<file path="src/rtl/async_sram_target.sv">
// Async SRAM host-pad target bridging an external asynchronous SRAM-style
// host onto an internal single-cycle synchronous SRAM port.
//   clk, rst                      : single clock, async active-high reset
//   pad_addr/ce_n/we_n/oe_n       : host address and strobes (active-low)
//   pad_byte_n                    : host byte-lane enables (active-low)
//   pad_dq_in/out/oe              : pad data tristate triple (per-bit oe)
//   mem_addr/ren/rdata            : synchronous read port, rdata one cycle after ren
//   mem_wen/wdata                 : per-byte synchronous write port
module async_sram_target #(
  parameter int unsigned W_ADDR = 18,
  parameter int unsigned W_DATA = 16
) (
  input  logic                clk,
  input  logic                rst,
  input  logic [W_ADDR-1:0]   pad_addr,
  input  logic                pad_ce_n,
  input  logic                pad_we_n,
  input  logic                pad_oe_n,
  input  logic [W_DATA/8-1:0] pad_byte_n,
  input  logic [W_DATA-1:0]   pad_dq_in,
  output logic [W_DATA-1:0]   pad_dq_out,
  output logic [W_DATA-1:0]   pad_dq_oe,
  output logic [W_ADDR-1:0]   mem_addr,
  output logic                mem_ren,
  input  logic [W_DATA-1:0]   mem_rdata,
  output logic [W_DATA/8-1:0] mem_wen,
  output logic [W_DATA-1:0]   mem_wdata
);

  localparam int unsigned NB = W_DATA / 8;

  typedef enum logic [2:0] {IDLE, RD_REQ, RD_DRIVE, WR_HOLD, WR_COMMIT} state_t;

  state_t            state_q, state_d;
  logic              m_ce_n_q, m_we_n_q, m_oe_n_q;
  logic              s_ce_n_q, s_we_n_q, s_oe_n_q;
  logic [NB-1:0]     m_byte_n_q, s_byte_n_q;
  logic [W_ADDR-1:0] m_addr_q, s_addr_q;
  logic [W_DATA-1:0] m_dq_q, s_dq_q;
  logic [W_ADDR-1:0] addr_prev_q;
  logic [W_ADDR-1:0] rd_addr_q, rd_addr_d;
  logic              rd_live_q, rd_live_d;
  logic [W_ADDR-1:0] hold_addr_q, hold_addr_d;
  logic [W_DATA-1:0] hold_data_q, hold_data_d;
  logic [NB-1:0]     hold_byte_n_q, hold_byte_n_d;
  logic [W_DATA-1:0] pad_dq_out_q, pad_dq_out_d;
  logic [W_DATA-1:0] pad_dq_oe_q, pad_dq_oe_d;
  logic [W_ADDR-1:0] mem_addr_q, mem_addr_d;
  logic              mem_ren_q, mem_ren_d;
  logic [NB-1:0]     mem_wen_q, mem_wen_d;
  logic [W_DATA-1:0] mem_wdata_q, mem_wdata_d;
  logic [W_DATA-1:0] lane_oe;
  logic              addr_stable;

  assign addr_stable = (s_addr_q == addr_prev_q);

  always_comb begin
    lane_oe = '0;
    for (int unsigned i = 0; i < NB; i++) begin
      lane_oe[i*8 +: 8] = {8{~s_byte_n_q[i]}};
    end
  end

  always_comb begin
    state_d       = state_q;
    rd_addr_d     = rd_addr_q;
    rd_live_d     = rd_live_q;
    hold_addr_d   = hold_addr_q;
    hold_data_d   = hold_data_q;
    hold_byte_n_d = hold_byte_n_q;
    pad_dq_out_d  = pad_dq_out_q;
    pad_dq_oe_d   = '0;
    mem_addr_d    = mem_addr_q;
    mem_ren_d     = 1'b0;
    mem_wen_d     = '0;
    mem_wdata_d   = mem_wdata_q;
    case (state_q)
      IDLE: begin
        if (!s_ce_n_q && !s_we_n_q) begin
          state_d       = WR_HOLD;
          hold_addr_d   = s_addr_q;
          hold_data_d   = s_dq_q;
          hold_byte_n_d = s_byte_n_q;
        end else if (!s_ce_n_q && !s_oe_n_q && addr_stable) begin
          state_d    = RD_REQ;
          mem_ren_d  = 1'b1;
          mem_addr_d = s_addr_q;
          rd_addr_d  = s_addr_q;
        end
      end
      RD_REQ: begin
        state_d   = RD_DRIVE;
        rd_live_d = 1'b0;
      end
      RD_DRIVE: begin
        if (s_ce_n_q) begin
          state_d = IDLE;
        end else if (!s_we_n_q) begin
          state_d       = WR_HOLD;
          hold_addr_d   = s_addr_q;
          hold_data_d   = s_dq_q;
          hold_byte_n_d = s_byte_n_q;
        end else if (s_oe_n_q || (s_addr_q != rd_addr_q)) begin
          state_d = IDLE;
        end else begin
          // First RD_DRIVE cycle is where mem_rdata lands; capture it at its end.
          if (!rd_live_q) begin
            pad_dq_out_d = mem_rdata;
            rd_live_d    = 1'b1;
          end
          pad_dq_oe_d = lane_oe;
        end
      end
      WR_HOLD: begin
        if (s_we_n_q || s_ce_n_q) begin
          state_d     = WR_COMMIT;
          mem_wen_d   = ~hold_byte_n_q;
          mem_addr_d  = hold_addr_q;
          mem_wdata_d = hold_data_q;
        end else begin
          hold_addr_d   = s_addr_q;
          hold_data_d   = s_dq_q;
          hold_byte_n_d = s_byte_n_q;
        end
      end
      WR_COMMIT: state_d = IDLE;
      default:   state_d = IDLE;
    endcase
  end

  always_ff @(posedge clk or posedge rst) begin
    if (rst) begin
      state_q       <= IDLE;
      m_ce_n_q      <= 1'b1;
      m_we_n_q      <= 1'b1;
      m_oe_n_q      <= 1'b1;
      s_ce_n_q      <= 1'b1;
      s_we_n_q      <= 1'b1;
      s_oe_n_q      <= 1'b1;
      m_byte_n_q    <= '1;
      s_byte_n_q    <= '1;
      m_addr_q      <= '0;
      s_addr_q      <= '0;
      m_dq_q        <= '0;
      s_dq_q        <= '0;
      addr_prev_q   <= '0;
      rd_addr_q     <= '0;
      rd_live_q     <= 1'b0;
      hold_addr_q   <= '0;
      hold_data_q   <= '0;
      hold_byte_n_q <= '0;
      pad_dq_out_q  <= '0;
      pad_dq_oe_q   <= '0;
      mem_addr_q    <= '0;
      mem_ren_q     <= 1'b0;
      mem_wen_q     <= '0;
      mem_wdata_q   <= '0;
    end else begin
      state_q       <= state_d;
      m_ce_n_q      <= pad_ce_n;
      m_we_n_q      <= pad_we_n;
      m_oe_n_q      <= pad_oe_n;
      s_ce_n_q      <= m_ce_n_q;
      s_we_n_q      <= m_we_n_q;
      s_oe_n_q      <= m_oe_n_q;
      m_byte_n_q    <= pad_byte_n;
      s_byte_n_q    <= m_byte_n_q;
      m_addr_q      <= pad_addr;
      s_addr_q      <= m_addr_q;
      m_dq_q        <= pad_dq_in;
      s_dq_q        <= m_dq_q;
      addr_prev_q   <= s_addr_q;
      rd_addr_q     <= rd_addr_d;
      rd_live_q     <= rd_live_d;
      hold_addr_q   <= hold_addr_d;
      hold_data_q   <= hold_data_d;
      hold_byte_n_q <= hold_byte_n_d;
      pad_dq_out_q  <= pad_dq_out_d;
      pad_dq_oe_q   <= pad_dq_oe_d;
      mem_addr_q    <= mem_addr_d;
      mem_ren_q     <= mem_ren_d;
      mem_wen_q     <= mem_wen_d;
      mem_wdata_q   <= mem_wdata_d;
    end
  end

  assign pad_dq_out = pad_dq_out_q;
  assign pad_dq_oe  = pad_dq_oe_q;
  assign mem_addr   = mem_addr_q;
  assign mem_ren    = mem_ren_q;
  assign mem_wen    = mem_wen_q;
  assign mem_wdata  = mem_wdata_q;

endmodule
</file>
<file path="config.mk">
export PLATFORM = sky130hd
export DESIGN_NAME = async_sram_target
export DESIGN_NICKNAME = d
export VERILOG_FILES = /design/src/rtl/async_sram_target.sv
export SDC_FILE = /design/constraint.sdc
export NUM_CORES = 1
export LEC_CHECK = 0
export CAP_MARGIN = 20
export CORE_MARGIN = 1
export CORE_UTILIZATION = 47
export CTS_CLUSTER_DIAMETER = 40
export CTS_CLUSTER_SIZE = 30
export DETAILED_ROUTE_END_ITERATION = 10
export GPL_TIMING_DRIVEN = 0
export PLACE_DENSITY = 0.78
export SETUP_SLACK_MARGIN = 0.3
export SKIP_LAST_GASP = 1
export SLEW_MARGIN = 10
export SYNTH_ARGS = -nofsm -noshare
export SYNTH_HDL_FRONTEND = slang
export SYNTH_SLANG_ARGS = --single-unit
</file>
<file path="constraint.sdc">
create_clock -name clk -period 6.85 [get_ports clk]
set_clock_uncertainty 0.15 [all_clocks]
set_input_delay 1.37 -clock clk [delete_from_list [all_inputs] [get_ports clk]]
set_output_delay 1.37 -clock clk [all_outputs]
set_load 0.02 [all_outputs]
</file>
==> results.py, run 1 <==
metrics = {
    "outcome": {
        "status": "complete, no violations",
    },
    "die": {
        "coreArea_um2": 15150,
        "num_rows": 45,
        "die_area_um2": 15990,
        "die_w_um": 126.5,
        "dieHeight_um": 126.5,
        "ioPinCount": 126,
        "initial_utilization_pct": 48.06,
    },
    "clocking": {
        "clkLatencyLatePin_ps": 530,
        "cts_made_buffers": 28,
        "holdBufCountCts": 0,
        "cts-resized-gates": 0,
        "clockBufferDepth": 3,
        "post-cts-setup-buffers": 0,
        "clkTransAtPathRegs_ps": 60,
        "cts_root_buffer": "clkbuf_16",
        "cts.sinks": 209,
        "htreeDepth": 1,
        "tritoncts": "done",
    },
    "synthesis": {
        "synth_top_family_by_area": "multiplexers",
        "synth_top_cell_area_share_pct": 68.41,
        "synthSimpleGateAreaFrac_pct": 4.624,
        "synth_edf_count": 0,
        "synth_top_area_cell": "dfrtp_1",
        "synth-compound-area-share_pct": 3.369,
        "synth_xor_area_share_pct": 4.331,
        "ys.flop_type": "dfrtp_1",
        "synth_cells": 436,
        "synthesis.nets": 493,
        "ys_ff_latch": 209,
        "ys_top_cells_by_area": "dfrtp_1, mux2_2, xor2_1",
        "yosysUniqueCellTypes": 30,
        "async_reset_ff_share_pct": 100.0,
        "syn_area_um2": 7279,
        "yosysWarningCount": 0,
        "synthMuxAreaShare_pct": 13.30,
        "yosysSeqAreaShare_pct": 72.02,
        "synth_fa_ha_area_share_pct": 0,
        "avgSynthCellArea_um2": 16.70,
    },
    "sta": {
        "rsz0062_at_grt": "no",
        "drv_slew": 0,
        "max_freq_ghz": 0.3068,
        "fin_crit_sh_pct": 47.59,
        "finalSetupViolations": 0,
        "worstMarginPinSlew_ps": 846.1,
        "relSlewSlack_pct": 43.25,
        "finalHoldViolations": 0,
        "setup_tns_ps": 0,
        "fin_crit_ps": 3260,
    },
    "critical_path": {
        "end_kind": "primary output",
        "cp_slowest_cell": "clkdlybuf4s50_1",
        "worstPathArrival_ps": 1740,
        "crit_type": "flip-flop to primary output",
        "timing.critical_path.required_ps": 5330,
        "path_buf_inv": 2,
        "crit_path_max_fanout": 8,
        "reg2reg_depth": 6,
        "start_kind": "flip-flop",
        "worst_path_largest_cell_delay_ps": 590,
        "worstPathCellList": "buf_4, clkdlybuf4s50_1",
        "path_depth": 2,
        "crit_family": "buffers and inverters",
    },
    "routing": {
        "antenna_left": 0,
        "wl_per_cell_um": 16.78,
        "drc": 0,
        "first_pass_iters": 4,
        "vias": 4035,
        "vias_per_cell": 5.000,
        "wirelength_um": 13550,
        "detailedRoute.firstIterationViolations": 218,
    },
    "place": {
        "placed_cell_area_um2": 8875,
        "hpwl_um": 8969,
        "io_buffers": 125,
        "gp_congestion": 0.7796,
    },
    "power": {
        "power.share.clock_pct": 42.3,
        "leakage_nw": 4.350,
        "ir_worst_vdd_mv": 0.2561,
        "p_per_area_nw_per_um2": 349.4,
        "switching_share_pct": 25.10,
        "p_comb_share_pct": 14.6,
        "p_int_mw": 2.576,
        "seqPwrFrac_pct": 43.1,
        "finalPower_mw": 3.440,
        "p_switching_mw": 0.8633,
    },
    "global_routing": {
        "grt_pass1_vias": 4430,
        "grt_max_degree": 42,
        "grt_pass1_wl_um": 22630,
        "track_usage_pct": 18.15,
        "antenna_found_initial": 0,
        "grt_overflow_total": 0,
    },
    "min_path": {
        "hold_depth": 0,
        "hold_path_class": "flip-flop to flip-flop",
    },
    "cells_and_area": {
        "drive_above_1_share_pct": 31.18,
        "nets": 654,
        "antenna_cells": 0,
        "final_cell_area_um2": 9844,
        "fill_cells": 1058,
        "syn2layout_area_growth_pct": 35.24,
    },
    "job": {
        "drv_cap": 0,
    },
}
cell type report:
class / instances / area, um^2 / share of cell area, %
Buffer: 27 / 163.9 / 1.665
Clock inverter: 20 / 234.0 / 2.377
Inverter: 2 / 11.26 / 0.1144
Multi-Input combinational cell: 198 / 1866 / 18.95
Sequential cell: 209 / 5243 / 53.25
Tap cell: 188 / 235.2 / 2.389
Timing Repair Buffer: 131 / 1356 / 13.78
Clock buffer: 32 / 735.7 / 7.473
placed cells by master, fill, tap and decap left out, types with 2 or more instances in the layout:
| cell | count |
|---|---|
| buf_12 | 5 |
| dfstp_2 | 10 |
| nand4_1 | 2 |
| dfrtp_1 | 199 |
| inv_6 | 2 |
| nor3_1 | 4 |
| nand2_1 | 4 |
| nor4_1 | 10 |
| xnor2_1 | 2 |
| or3_1 | 3 |
| clkinv_4 | 4 |
| buf_4 | 14 |
| clkbuf_1 | 10 |
| o221a_2 | 18 |
| bufinv_16 | 3 |
| buf_2 | 3 |
| clkinvlp_4 | 6 |
| xor2_1 | 34 |
| mux2_2 | 86 |
| nand2b_1 | 20 |
| nor2_1 | 4 |
| clkbuf_8 | 2 |
| clkdlybuf4s50_1 | 125 |
| inv_8 | 2 |
| clkbuf_16 | 28 |
| clkinv_2 | 3 |
| buf_1 | 2 |
stage by stage:
| step | std cells | setup WS (ps) | hold WS, ps | utilization (%) |
|---|---|---|---|---|
| after floorplan | 436 | 2624 | 181.2 | - |
| after global placement | 749 | 1319 | 183.5 | 57.90 |
| after detailed placement | 755 | 3731 | 184.7 | 58.60 |
| after CTS | 807 | 3551 | 197.8 | 65.00 |
| after global routing | 807 | 3504 | 203.5 | 65.00 |
| final | 807 | 3590 | 196.1 | 65.00 |
power by group through the flow:
stage,logic [mW],clock network (mW),registers (mW)
floorplan,0.165,0,1.58
global placement,0.487,0,1.50
detailed placement,0.506,0,1.50
CTS,0.510,1.49,1.48
global route,0.535,1.54,1.50
finish,0.502,1.46,1.48
worst paths after layout:
path                                         from                        to  slack (ps)
max                        pad_dq_oe[7]$_DFF_PP0_              pad_dq_oe[4]        3590
min                          m_dq_q[10]$_DFF_PP0_      s_dq_q[10]$_DFF_PP0_         200
max reg2reg                s_addr_q[16]$_DFF_PP0_  mem_addr[17]$_DFFE_PP0P_        3700
min reg2reg                  m_dq_q[10]$_DFF_PP0_      s_dq_q[10]$_DFF_PP0_         200
max in group asynchronous                     rst   m_byte_n_q[0]$_DFF_PP1_        4350
min in group asynchronous                     rst     s_addr_q[2]$_DFF_PP0_        1070
state kept, by name, summed over array words and instances (netlist names), 3 cells and up:
signal	cells
state_q	3
hold_addr_q	18
m_dq_q	16
rd_addr_q	18
addr_prev_q	18
pad_dq_out	16
mem_wdata	16
s_dq_q	16
hold_data_q	16
mem_addr	18
m_addr_q	18
s_addr_q	18
cells in the mapped netlist (2+ instances only):
master and n:
dfrtp_1 199, mux2_2 86, xor2_1 34, nand2b_1 20, o221a_2 18, buf_4 14, dfstp_2 10, nor4_1 10
clkbuf_1 8, nand2_1 4, nor2_1 4, nor3_1 4, or3_1 3, buf_1 2, buf_2 2, inv_1 2
nand4_1 2, xnor2_1 2
routing by layer:
metal	track usage [%]	wire, um	vias up	part of all wire [%]
met5	0	0	-	0
met4	7.300	352	0	2.6
met3	3.205	562	30	4.1
met2	29.51	6793	109	50
met1	24.43	5837	2062	43
li1	-	-	1834	-
worst reg2reg max path, cell delays in order, from the launching register on:
cell	delay, ps
dfrtp_1	450
xor2_1	190
nor4_1	490
nand4_1	270
o31ai_2	800
clkbuf_1	450
o221a_2	290
cells by family after synthesis:
kind of cell	Yosys count
AO/OA/AOI/OAI	23
buffers and inverters	29
AND/OR/NAND/NOR	53
multiplexers	86
flip-flops	209
XOR/XNOR	36
Note: power is estimated with default switching activity, not from simulation.
==> run 2, diff against run 1 <==
--- a/config.mk
+++ b/config.mk
@@ -7,12 +7,12 @@
 export LEC_CHECK = 0
 export CAP_MARGIN = 20
 export CORE_MARGIN = 1
-export CORE_UTILIZATION = 47
+export CORE_UTILIZATION = 52
 export CTS_CLUSTER_DIAMETER = 40
 export CTS_CLUSTER_SIZE = 30
 export DETAILED_ROUTE_END_ITERATION = 10
 export GPL_TIMING_DRIVEN = 0
-export PLACE_DENSITY = 0.78
+export PLACE_DENSITY = 0.82
 export SETUP_SLACK_MARGIN = 0.3
 export SKIP_LAST_GASP = 1
 export SLEW_MARGIN = 10
==> constraint.sdc (replaced) <==
create_clock -name clk -period 3.15 [get_ports clk]
set_clock_uncertainty 0.15 [all_clocks]
set_input_delay 0.63 -clock clk [delete_from_list [all_inputs] [get_ports clk]]
set_output_delay 0.63 -clock clk [all_outputs]
set_load 0.02 [all_outputs]
==> results.py, run 2 (synthesis results as in run 1) <==
metrics = {
    "clocking": {
        "htreeDepth": 1,
        "cts.sinks": 209,
        "clockBufferDepth": 3,
        "cts_made_buffers": 25,
        "clkLatencyLatePin_ps": 500,
        "tritoncts": "done",
        "clkTransAtPathRegs_ps": 60,
        "holdBufCountCts": 0,
        "cts_root_buffer": "clkbuf_16",
    },
    "sta": {
        "finalSetupViolations": 0,
        "relSlewSlack_pct": 45.39,
        "max_freq_ghz": 0.3660,
        "worstMarginPinSlew_ps": 817.5,
        "fin_crit_ps": 2732,
        "fin_crit_sh_pct": 86.74,
        "rsz0062_at_grt": "no",
        "holdWs_ps": 194.4,
        "finalHoldViolations": 0,
        "drv_slew": 0,
    },
    "die": {
        "ioPinCount": 126,
        "coreArea_um2": 13450,
        "die_w_um": 120.3,
        "dieHeight_um": 120.3,
        "die_area_um2": 14480,
        "initial_utilization_pct": 54.11,
        "num_rows": 42,
    },
    "cells_and_area": {
        "syn2layout_area_growth_pct": 34.15,
        "fin_cells": 792,
        "nets": 655,
        "final_common_cell": "dfrtp_1",
        "drive_above_1_share_pct": 31.98,
        "antenna_cells": 0,
        "layout_common_cells": "dfrtp_1, clkdlybuf4s50_1, mux2_2",
    },
    "global_routing": {
        "grt_pass1_vias": 4470,
        "grt_overflow_total": 0,
        "track_usage_pct": 20.17,
        "grt_pass1_wl_um": 22830,
        "antenna_found_initial": 0,
        "grt_max_degree": 42,
    },
    "power": {
        "leakage_nw": 4.321,
        "finalPower_mw": 7.153,
        "ir_worst_vdd_mv": 0.6779,
        "p_per_area_nw_per_um2": 732.4,
    },
    "routing": {
        "wl_met1_um": 5717,
        "maxUsedRoutingLayer": "met4",
        "wl_per_cell_um": 17.18,
        "drc": 0,
        "first_pass_iters": 4,
        "met3_length_um": 582,
        "route.met2.wl_um": 7039,
        "wirelength_um": 13610,
        "vias_per_cell": 5.126,
        "antenna_left": 0,
        "detailedRoute.firstIterationViolations": 180,
        "vias": 4060,
    },
    "critical_path": {
        "worst_path_largest_cell_delay_ps": 520,
        "r2r_slack_ps": 420,
        "cp_slowest_cell": "or4_1",
        "worstPathArrival_ps": 2960,
        "path_buf_inv": 1,
        "start_kind": "flip-flop",
        "worstPathCellList": "or4_1, or4_4, nand3b_4, nor3_4, buf_6, mux2_2",
        "crit_family": "simple AND/OR/NAND/NOR gates",
        "end_kind": "flip-flop",
        "path_depth": 6,
        "crit_type": "flip-flop to flip-flop",
        "reg2reg_depth": 6,
        "crit_path_max_fanout": 10,
        "timing.critical_path.required_ps": 3380,
    },
    "place": {
        "gp_congestion": 0.7571,
        "io_buffers": 125,
        "dp.cells": 743,
        "hpwl_um": 8897,
    },
    "outcome": {
        "status": "complete, no violations",
    },
    "min_path": {
        "hold_depth": 0,
        "hold_path_class": "flip-flop to flip-flop",
    },
    "job": {
        "drv_cap": 0,
    },
}
-- run 2: through the flow --
stage	setup WS, ps	setup TNS, ps	utilization (%)	area (um^2)
detailed placement	-110.7	-1003	65.88	8862
finish	417.8	0	72.59	9766
CTS	325.5	0	72.38	9737
global placement	-1612	-325740	65.08	8755
global route	300.8	0	72.59	9766
floorplan	-336.1	-66880	-	7283
-- run 2: power by group --
part	leakage, nW	internal, mW	switching (mW)
Sequential	2.53	3.02	0.205
Clock	0.404	1.69	1.13
Combinational	1.39	0.623	0.478
Total	4.32	5.33	1.82
-- run 2: area by class of cell --
type	count	area, um^2
Tap cell	176	220.2
Timing Repair Buffer	135	1389
Inverter	2	11.26
Sequential cell	209	5243
Multi-Input combinational cell	198	1893
Clock buffer	27	643.1
Clock inverter	18	198.9
Fill cell	833	3687
Buffer	27	167.7
-- run 2: what timing repair did --
action | in CTS | in global routing
setup buffers | 2 | 2
resized for setup | 4 | 5
pin swaps | 1 | 1
endpoints found under the hold margin | 0 | 0
setup endpoints to repair | 20 | 31
-- run 2: worst paths after layout --
kind | from | endpoint
max | state_q[0]$_DFFE_PP0P_ | pad_dq_out[5]$_DFFE_PP0P_
min | m_dq_q[1]$_DFF_PP0_ | s_dq_q[1]$_DFF_PP0_
max reg2reg | state_q[0]$_DFFE_PP0P_ | pad_dq_out[5]$_DFFE_PP0P_
min reg2reg | m_dq_q[1]$_DFF_PP0_ | s_dq_q[1]$_DFF_PP0_
max in group asynchronous | rst | s_byte_n_q[1]$_DFF_PP1_
min in group asynchronous | rst | s_addr_q[2]$_DFF_PP0_
-- run 2: metal layers --
metal	up-vias	track usage (%)
li1	1832	-
met1	2089	26.71
met2	113	34.59
met3	26	3.302
met4	0	5.787
met5	-	0
==> run 3, diff against run 2 <==
--- a/config.mk
+++ b/config.mk
@@ -7,12 +7,12 @@
 export LEC_CHECK = 0
 export CAP_MARGIN = 20
 export CORE_MARGIN = 1
-export CORE_UTILIZATION = 52
+export CORE_UTILIZATION = 56
 export CTS_CLUSTER_DIAMETER = 40
 export CTS_CLUSTER_SIZE = 30
 export DETAILED_ROUTE_END_ITERATION = 10
 export GPL_TIMING_DRIVEN = 0
-export PLACE_DENSITY = 0.82
+export PLACE_DENSITY = 0.87
 export SETUP_SLACK_MARGIN = 0.3
 export SKIP_LAST_GASP = 1
 export SLEW_MARGIN = 10
==> constraint.sdc (replaced) <==
create_clock -name clk -period 3.4 [get_ports clk]
set_clock_uncertainty 0.15 [all_clocks]
set_input_delay 0.68 -clock clk [delete_from_list [all_inputs] [get_ports clk]]
set_output_delay 0.68 -clock clk [all_outputs]
set_load 0.02 [all_outputs]
==> results.py, run 3 (synthesis results as in run 1) <==
metrics = {
    "critical_path": {
        "crit_path_max_fanout": 10,
        "worstPathArrival_ps": 3210,
        "end_kind": "flip-flop",
        "cp_slowest_cell": "dfrtp_1",
        "crit_type": "flip-flop to flip-flop",
        "worst_path_largest_cell_delay_ps": 460,
        "worstPathCellList": "xor2_1, nor4_2, nand4_1, or3_1, buf_2, buf_1, mux2_2",
        "timing.critical_path.required_ps": 3630,
        "start_kind": "flip-flop",
    },
    "sta": {
        "finalSetupViolations": 0,
        "setup_ws_ps": 418.9,
        "rsz0062_at_grt": "no",
        "drv_slew": 0,
        "holdWs_ps": 193.1,
        "fin_crit_ps": 2981,
        "fin_crit_sh_pct": 87.68,
        "worstMarginPinSlew_ps": 923.9,
        "max_freq_ghz": 0.3355,
        "finalHoldViolations": 0,
        "relSlewSlack_pct": 37.93,
    },
    "routing": {
        "first_pass_iters": 4,
        "vias_per_cell": 5.278,
        "antenna_left": 0,
        "wirelength_um": 14550,
        "detailedRoute.firstIterationViolations": 239,
        "wl_per_cell_um": 18.64,
        "vias": 4122,
        "drc": 0,
    },
    "die": {
        "die_w_um": 116.0,
        "initial_utilization_pct": 57.45,
        "num_rows": 41,
        "coreArea_um2": 12670,
        "die_area_um2": 13460,
        "dieHeight_um": 116.0,
        "ioPinCount": 126,
    },
    "clocking": {
        "cts_root_buffer": "clkbuf_16",
        "cts.sinks": 209,
        "tritoncts": "done",
        "clockBufferDepth": 3,
        "clkLatencyLatePin_ps": 510,
        "cts_made_buffers": 23,
        "clkTransAtPathRegs_ps": 70,
        "htreeDepth": 1,
    },
    "cells_and_area": {
        "layout_common_cells": "dfrtp_1, clkdlybuf4s50_1, mux2_2",
        "final_common_cell": "dfrtp_1",
        "drive_above_1_share_pct": 30.38,
        "final_cell_area_um2": 9703,
        "antenna_cells": 0,
        "nets": 649,
        "syn2layout_area_growth_pct": 33.29,
    },
    "place": {
        "pre_cts_slack_ps": 215.5,
        "io_buffers": 125,
        "placed_cell_area_um2": 8855,
        "gp_congestion": 0.7856,
        "hpwl_um": 9477,
    },
    "power": {
        "ir_worst_vdd_mv": 0.5918,
        "p_per_area_nw_per_um2": 687.5,
        "finalPower_mw": 6.670,
        "p_comb_share_pct": 15.5,
        "leakage_nw": 4.295,
        "switching_share_pct": 25.03,
        "power.share.clock_pct": 39.6,
        "p_int_mw": 5.001,
        "seqPwrFrac_pct": 44.9,
        "p_switching_mw": 1.669,
    },
    "global_routing": {
        "antenna_found_initial": 0,
        "grt_pass1_wl_um": 23520,
        "grt_max_degree": 44,
        "grt_pass1_vias": 4621,
        "track_usage_pct": 23.38,
        "grt_overflow_total": 0,
    },
    "min_path": {
        "hold_path_class": "flip-flop to flip-flop",
    },
    "job": {
        "drv_cap": 0,
    },
    "outcome": {
        "status": "complete, no violations",
    },
}
-- run 3: cell count changes in the layout (fill, tap and decap cells not counted), sizes merged --
| cell | previous run | this run |
|---|---|---|
| clkinv | 4 | 3 |
| clkinvlp | 4 | 2 |
| bufinv | 2 | 4 |
| buf | 30 | 25 |
| inv | 10 | 7 |
| clkbuf | 34 | 36 |
-- run 3: metal layers --
layer	routed length [um]	track usage [%]
met1	5748	29.17
met2	7541	39.56
met3	732	4.969
met4	531	10.51
met5	0	0
-- run 3: cell type report --
class | instances | area [um^2]
plain buffers | 27 | 165.2
well taps | 172 | 215.2
flip-flops and latches | 209 | 5243
repair buffers | 131 | 1356
multi-input cells | 198 | 1887
clock inverters | 14 | 211.5
fillers | 738 | 2968
clock buffers | 28 | 614.3
inverters | 2 | 11.26
-- run 3: final timing paths --
| path | slack, ps | end | startpoint | depth (start not counted) |
|---|---|---|---|---|
| max | 420 | rd_addr_q[1]$_DFFE_PP0P_ | s_addr_q[16]$_DFF_PP0_ | 7 |
| min | 190 | s_dq_q[2]$_DFF_PP0_ | m_dq_q[2]$_DFF_PP0_ | 0 |
| max reg2reg | 420 | rd_addr_q[1]$_DFFE_PP0P_ | s_addr_q[16]$_DFF_PP0_ | 7 |
| min reg2reg | 190 | s_dq_q[2]$_DFF_PP0_ | m_dq_q[2]$_DFF_PP0_ | 0 |
| max in group asynchronous | 1520 | s_byte_n_q[0]$_DFF_PP1_ | rst | 5 |
| min in group asynchronous | 430 | m_addr_q[2]$_DFF_PP0_ | rst | 2 |
-- run 3: power groups by stage --
stage                     sequential, mW  clock (mW)  combinational [mW]
after global placement              3.01           0               0.980
after CTS                           3.00        2.69                1.05
final                               2.99        2.64                1.03
after detailed placement            3.03           0                1.03
after global routing                3.03        2.80                1.10
after floorplan                     3.18           0               0.333
-- run 3: through the flow --
stage	cells	utilization, %	setup TNS [ps]
global route	781	76.58	0
global placement	733	69.05	-280560
finish	781	76.58	0
detailed placement	739	69.88	0
CTS	781	76.47	0
floorplan	436	-	-27080
-- run 3: timing repair --
| action | in CTS | in global routing |
|---|---|---|
| buffers inserted | 0 | 0 |
| hold buffers | 0 | 0 |
| setup endpoints to repair | 10 | 20 |
| gates resized for setup | 1 | 4 |
| endpoints found under the hold margin | 0 | 0 |
-- run 3: critical path, delay by kind of cell (launching register included) --
family | cells | cell delay, ps
muxes | 1 | 380
buffers and inverters | 2 | 540
xor gates and xnor gates | 1 | 200
DFF | 1 | 460
and+or+nand+nor | 3 | 1110
